### src/rtl/spi_tx_scheduler.sv
`timescale 1ns/1ps
`default_nettype none
// ============================================================================
// Module      : spi_tx_scheduler
// Description : Round-robin scheduler that shares one byte-wide SPI serializer
//               between two cipher-block producers, with header and watchdog.
// Revision    : 1.0 - initial release
// ============================================================================
module spi_tx_scheduler #(
  parameter int BLOCK_BYTES = 16,
  parameter int HDR_EN      = 1,
  parameter int GAP_CYCLES  = 2,
  parameter int TIMEOUT     = 255
) (
  input  logic                     clk,
  input  logic                     rst,
  input  logic                     req0_valid,
  input  logic [8*BLOCK_BYTES-1:0] req0_data,
  output logic                     req0_ready,
  input  logic                     req1_valid,
  input  logic [8*BLOCK_BYTES-1:0] req1_data,
  output logic                     req1_ready,
  output logic [7:0]               spi_data,
  output logic                     spi_load,
  input  logic                     spi_sent,
  output logic                     busy,
  output logic                     grant_id,
  output logic                     block_done,
  output logic                     timeout_err
);

  localparam int c_DW       = 8 * BLOCK_BYTES;
  localparam int c_NBYTES   = BLOCK_BYTES + ((HDR_EN != 0) ? 1 : 0);
  localparam int c_IDX_W    = $clog2(BLOCK_BYTES + 1);
  localparam int c_WD_W     = $clog2(TIMEOUT + 1);
  localparam int c_GAP_W    = (GAP_CYCLES > 0) ? $clog2(GAP_CYCLES + 1) : 1;
  localparam int c_GAP_LAST = (GAP_CYCLES > 0) ? GAP_CYCLES - 1 : 0;

  typedef enum logic [2:0] {
    S_IDLE = 3'd0,
    S_LOAD = 3'd1,
    S_WAIT = 3'd2,
    S_GAP  = 3'd3,
    S_DONE = 3'd4
  } state_t;

  state_t             r_state;
  state_t             w_next;
  logic               r_last_grant;
  logic               r_grant_id;
  logic [c_IDX_W-1:0] r_idx;
  logic [c_GAP_W-1:0] r_gap;
  logic [c_WD_W-1:0]  r_wd;
  logic [c_DW-1:0]    r_shift;

  logic       w_win;
  logic       w_capture;
  logic       w_is_hdr;
  logic       w_last;
  logic       w_wd_exp;
  logic       w_gap_end;
  logic [7:0] w_byte;

  // Ties go to the requester that did not win last time.
  assign w_win     = (req0_valid && req1_valid) ? ~r_last_grant : req1_valid;
  // Gating with rst keeps the ready strobes low while reset is asserted.
  assign w_capture = rst && (r_state == S_IDLE) && (req0_valid || req1_valid);
  assign req0_ready = w_capture && !w_win && req0_valid;
  assign req1_ready = w_capture &&  w_win && req1_valid;

  assign w_is_hdr  = (HDR_EN != 0) && (r_idx == '0);
  assign w_last    = (r_idx == c_IDX_W'(c_NBYTES - 1));
  assign w_wd_exp  = (r_wd == c_WD_W'(TIMEOUT));
  assign w_gap_end = (r_gap == c_GAP_W'(c_GAP_LAST));
  assign w_byte    = w_is_hdr ? (8'hA0 | {7'b0, r_grant_id}) : r_shift[c_DW-1 -: 8];

  assign spi_data  = ((r_state == S_LOAD) || (r_state == S_WAIT)) ? w_byte : 8'h00;
  assign busy      = (r_state != S_IDLE);
  assign grant_id  = r_grant_id;

  always_ff @(posedge clk or negedge rst) begin
    if (!rst) begin
      r_state <= S_IDLE;
    end else begin
      r_state <= w_next;
    end
  end

  always_comb begin
    w_next      = r_state;
    spi_load    = 1'b0;
    block_done  = 1'b0;
    timeout_err = 1'b0;
    case (r_state)
      S_IDLE: begin
        if (w_capture) w_next = S_LOAD;
      end
      S_LOAD: begin
        spi_load = 1'b1;
        w_next   = S_WAIT;
      end
      S_WAIT: begin
        // A completion arriving on the expiry cycle still wins.
        if (spi_sent) begin
          if (w_last)               w_next = S_DONE;
          else if (GAP_CYCLES == 0) w_next = S_LOAD;
          else                      w_next = S_GAP;
        end else if (w_wd_exp) begin
          timeout_err = 1'b1;
          w_next      = S_IDLE;
        end
      end
      S_GAP: begin
        if (w_gap_end) w_next = S_LOAD;
      end
      S_DONE: begin
        block_done = 1'b1;
        w_next     = S_IDLE;
      end
      default: w_next = S_IDLE;
    endcase
  end

  always_ff @(posedge clk or negedge rst) begin
    if (!rst) begin
      r_last_grant <= 1'b1;
      r_grant_id   <= 1'b0;
      r_idx        <= '0;
      r_gap        <= '0;
      r_wd         <= '0;
      r_shift      <= '0;
    end else begin
      case (r_state)
        S_IDLE: begin
          if (w_capture) begin
            r_shift      <= w_win ? req1_data : req0_data;
            r_grant_id   <= w_win;
            r_last_grant <= w_win;
            r_idx        <= '0;
          end
        end
        S_LOAD: begin
          r_wd  <= '0;
          r_gap <= '0;
        end
        S_WAIT: begin
          if (spi_sent) begin
            if (!w_last) begin
              r_idx <= r_idx + 1'b1;
              // The header does not consume a data byte.
              if (!w_is_hdr) r_shift <= r_shift << 8;
            end
          end else if (!w_wd_exp) begin
            r_wd <= r_wd + 1'b1;
          end
        end
        S_GAP: begin
          r_gap <= r_gap + 1'b1;
        end
        default: ;
      endcase
    end
  end

endmodule
`default_nettype wire

### config.mk
export PLATFORM = sky130hd
export DESIGN_NAME = spi_tx_scheduler
export DESIGN_NICKNAME = d
export VERILOG_FILES = /design/src/rtl/spi_tx_scheduler.sv
export SDC_FILE = /design/constraint.sdc
export NUM_CORES = 1
export LEC_CHECK = 0
export CORE_MARGIN = 5
export CORE_UTILIZATION = 47
export DETAILED_ROUTE_END_ITERATION = 10
export PLACE_DENSITY = 0.85
export SLEW_MARGIN = 15
export SYNTH_ARGS = -nofsm -noshare
export SYNTH_HDL_FRONTEND = slang
export SYNTH_SLANG_ARGS = --single-unit
export TNS_END_PERCENT = 1
### constraint.sdc
create_clock -name clk -period 2.75 [get_ports clk]
set_clock_uncertainty 0.2 [all_clocks]
set_input_delay 0.55 -clock clk [delete_from_list [all_inputs] [get_ports clk]]
set_output_delay 0.55 -clock clk [all_outputs]
set_load 0.05 [all_outputs]
==> impl_metrics.yaml <==
floorplan:
  coreArea_um2: 17960
  fp.dieH_um: 144.9
  dieArea_um2: 21000
  rows: 49
  die_x_um: 144.9
  start_util_pct: 47.63
  pin_count: 276
clock_network:
  cts-root-buf: "clkbuf_16"
  cts_buffers: 17
  clock-sinks: 148
  cts_buffer_depth: 2
  cts_tree: "done"
  clkLatencyLatePin_ps: 410
  htreeDepth: 4
  clkTransAtPathRegs_ps: 60
cells_and_area:
  diodes: 0
  final_cell_mix: "268 x nand2_1, 260 x clkdlybuf4s50_1, 146 x dfrtp_1, 130 x nor2_1, 122 x a31oi_1"
  nFillCells: 1381
  regArea_um2: 3706
  layout-drive-gt1-share_pct: 9.069
  final_cells: 1464
  final_area_um2: 12300
  layout_commonest_cell: "nand2_1"
  multi_input_area_um2: 4497
  syn_to_final_growth_pct: 43.77
  nets: 1487
hold_path:
  hold_depth: 1
  hold_path.class: "reg2reg"
  worstHoldStart: "r_shift[81]"
  hold_path_end: "r_shift[81]"
placed_design:
  pre_cts_slack_ps: 116.3
  gp_congestion: 0.8385
  hpwlAfterDp_um: 18310
  dpl_cell_area_um2: 11600
  place_inst: 1424
  port_buffers: 275
timing:
  worst_slew_pin_slew_ps: 1025
  fin_ws_ps: -57.51
  finalHoldViolations: 0
  slew_headroom_pct: 31.45
  drv_slew: 0
  fmax_mhz: 356.2
  setup_tns_ps: -77.75
  rsz0062_at_grt: "yes"
  min_period_ps: 2808
  finalSetupViolations: 6
  timing.final.crit_share_pct: 102.1
setup_path:
  r2r-end: "r_shift[90]"
  r2r_start: "r_idx[0]"
  cp-end-kind: "output pin"
  reg2reg_setup_slack_ps: 380
  path_class: "reg2out"
  cp.required_ps: 2000
  timing.critical_path.fanout_max: 4
  cp.arrival_ps: 2060
  start_kind: "flop"
  ff2ff_path_depth: 7
grt:
  grt_pass1_wl_um: 41260
  overflow: 0
  antenna_found_initial: 0
  grt_usage_pct: 23.64
  grt_max_degree: 127
  grt_pass1_vias: 7994
synth:
  synth_cell_types: 48
  avgSynthCellArea_um2: 8.793
  synth_cells: 973
  async_flop_share_pct: 100.0
  syn_area_um2: 8556
  synth_edf_count: 0
  synth_seq_cells: 148
  ys_seq_area_share_pct: 43.30
  synth-main-ff-cell: "dfrtp_1"
  synth_warnings: 0
  synth_fp_nets: 1238
run:
  maxCapViolCount: 0
detailed_routing:
  routed_wl_um: 25530
  dr_total_vias: 7997
  ant_nets: 0
  drt-pass1-iter-count: 5
  vias_per_cell: 5.462
  wl_per_cell_um: 17.44
  drc: 0
  drtIter0Drc: 452
power_and_ir_drop:
  finalPower_w: 0.01215
  power_density_nw_per_um2: 988.1
  p_leak_nw: 5.349
  ir_drop_v: 0.0005075
outcome:
  outcome: "complete, but fails checks"
  violations: "setup timing"
[Yosys cell counts (4+ instances only)]
cell / n / area, µm²
clkbuf_1: 55 / 206.5
mux2_1: 108 / 1216
nand2b_1: 6 / 37.54
ha_1: 4 / 50.05
o21ai_0: 5 / 25.02
a31oi_1: 122 / 763.2
nand2_1: 268 / 1006
o21ai_1: 7 / 35.03
dfrtp_1: 147 / 3679
mux2_4: 20 / 300.3
buf_2: 4 / 20.02
inv_1: 7 / 26.28
nand3_1: 11 / 55.05
nor2_1: 133 / 499.2
a21oi_1: 10 / 50.05
a21o_1: 6 / 45.04
and2_1: 7 / 43.79
buf_6: 13 / 146.4
[worst max-delay path, cell delays in order, from the launching register on]
cell and delay, ps:
dfrtp_1 400, inv_2 80, ha_4 120, or3b_4 390, nor2_4 180, mux2i_2 250
nor2_2 70, buf_12 150
[what timing repair did]
| action | in CTS | in global routing |
|---|---|---|
| gates resized for setup | 13 | 3 |
| buffers inserted | 4 | 2 |
| hold buffers | 2 | 0 |
| hold endpoints to repair | 21 | 0 |
| pin swaps | 3 | 2 |
| gates cloned | 0 | 0 |
| setup endpoints to repair | 8 | 8 |
[registers in the layout (all words and copies together) (netlist names)]
name and count:
r_gap 2, r_last_grant 1, r_shift 128, r_wd 8, r_idx 5, r_state 3, grant_id 1
[final cells by class]
type / count / share of cell area, %
well taps: 229 / 2.329
multi-input cells: 743 / 36.56
flip-flops and latches: 148 / 30.13
inverters: 7 / 0.2136
clock inverters: 12 / 0.9969
repair buffers: 305 / 26.06
clock buffers: 20 / 3.713
[worst max-delay path by stage]
stage / start / end / slack (ps) / cells after the start
6_report: r_idx[0] / spi_data[0] / -60 / 7
3_3_place_gp: spi_sent / timeout_err / 150 / 4
2_1_floorplan: r_idx[0] / spi_data[0] / 50 / 6
3_5_place_dp: req1_valid / r_shift[78] / 120 / 5
4_1_cts: r_idx[1] / spi_data[0] / -40 / 7
5_1_grt: r_idx[0] / spi_data[0] / -120 / 7
[where the power goes]
group | switching, W | internal, W | total (W)
clock | 0.000963 | 0.00131 | 0.00227
sequential | 0.000664 | 0.00328 | 0.00394
combinational | 0.00303 | 0.00291 | 0.00594
[per-layer routing]
metal	track usage (%)	part of all wire [%]	up-vias	wire, µm
met5	0	0	-	0
met4	6.638	2.3	0	590
met3	5.051	6.0	42	1526
met2	40.34	50	277	12730
met1	30.43	42	3831	10680
li1	-	-	3847	-
[cell families (layout without fill, tap and decap cells)]
logic type,Yosys count,in the layout,synth area share (%)
buf+inv,82,344,4.884
flops,148,148,43.30
simple gates,443,443,20.96
fa+ha+maj,4,4,0.5850
compound gates,165,165,12.23
xor+xnor,2,2,0.2048
mux,129,129,17.84
[stage by stage]
step           hold slack, ps  utilization [%]
2_1_floorplan           54.41                -
3_3_place_gp            242.2            64.60
3_5_place_dp            245.0            64.60
4_1_cts                 293.5            68.35
5_1_grt                 302.5            68.48
6_report                292.5            68.48
No activity file was read; power rests on OpenSTA's default activity.
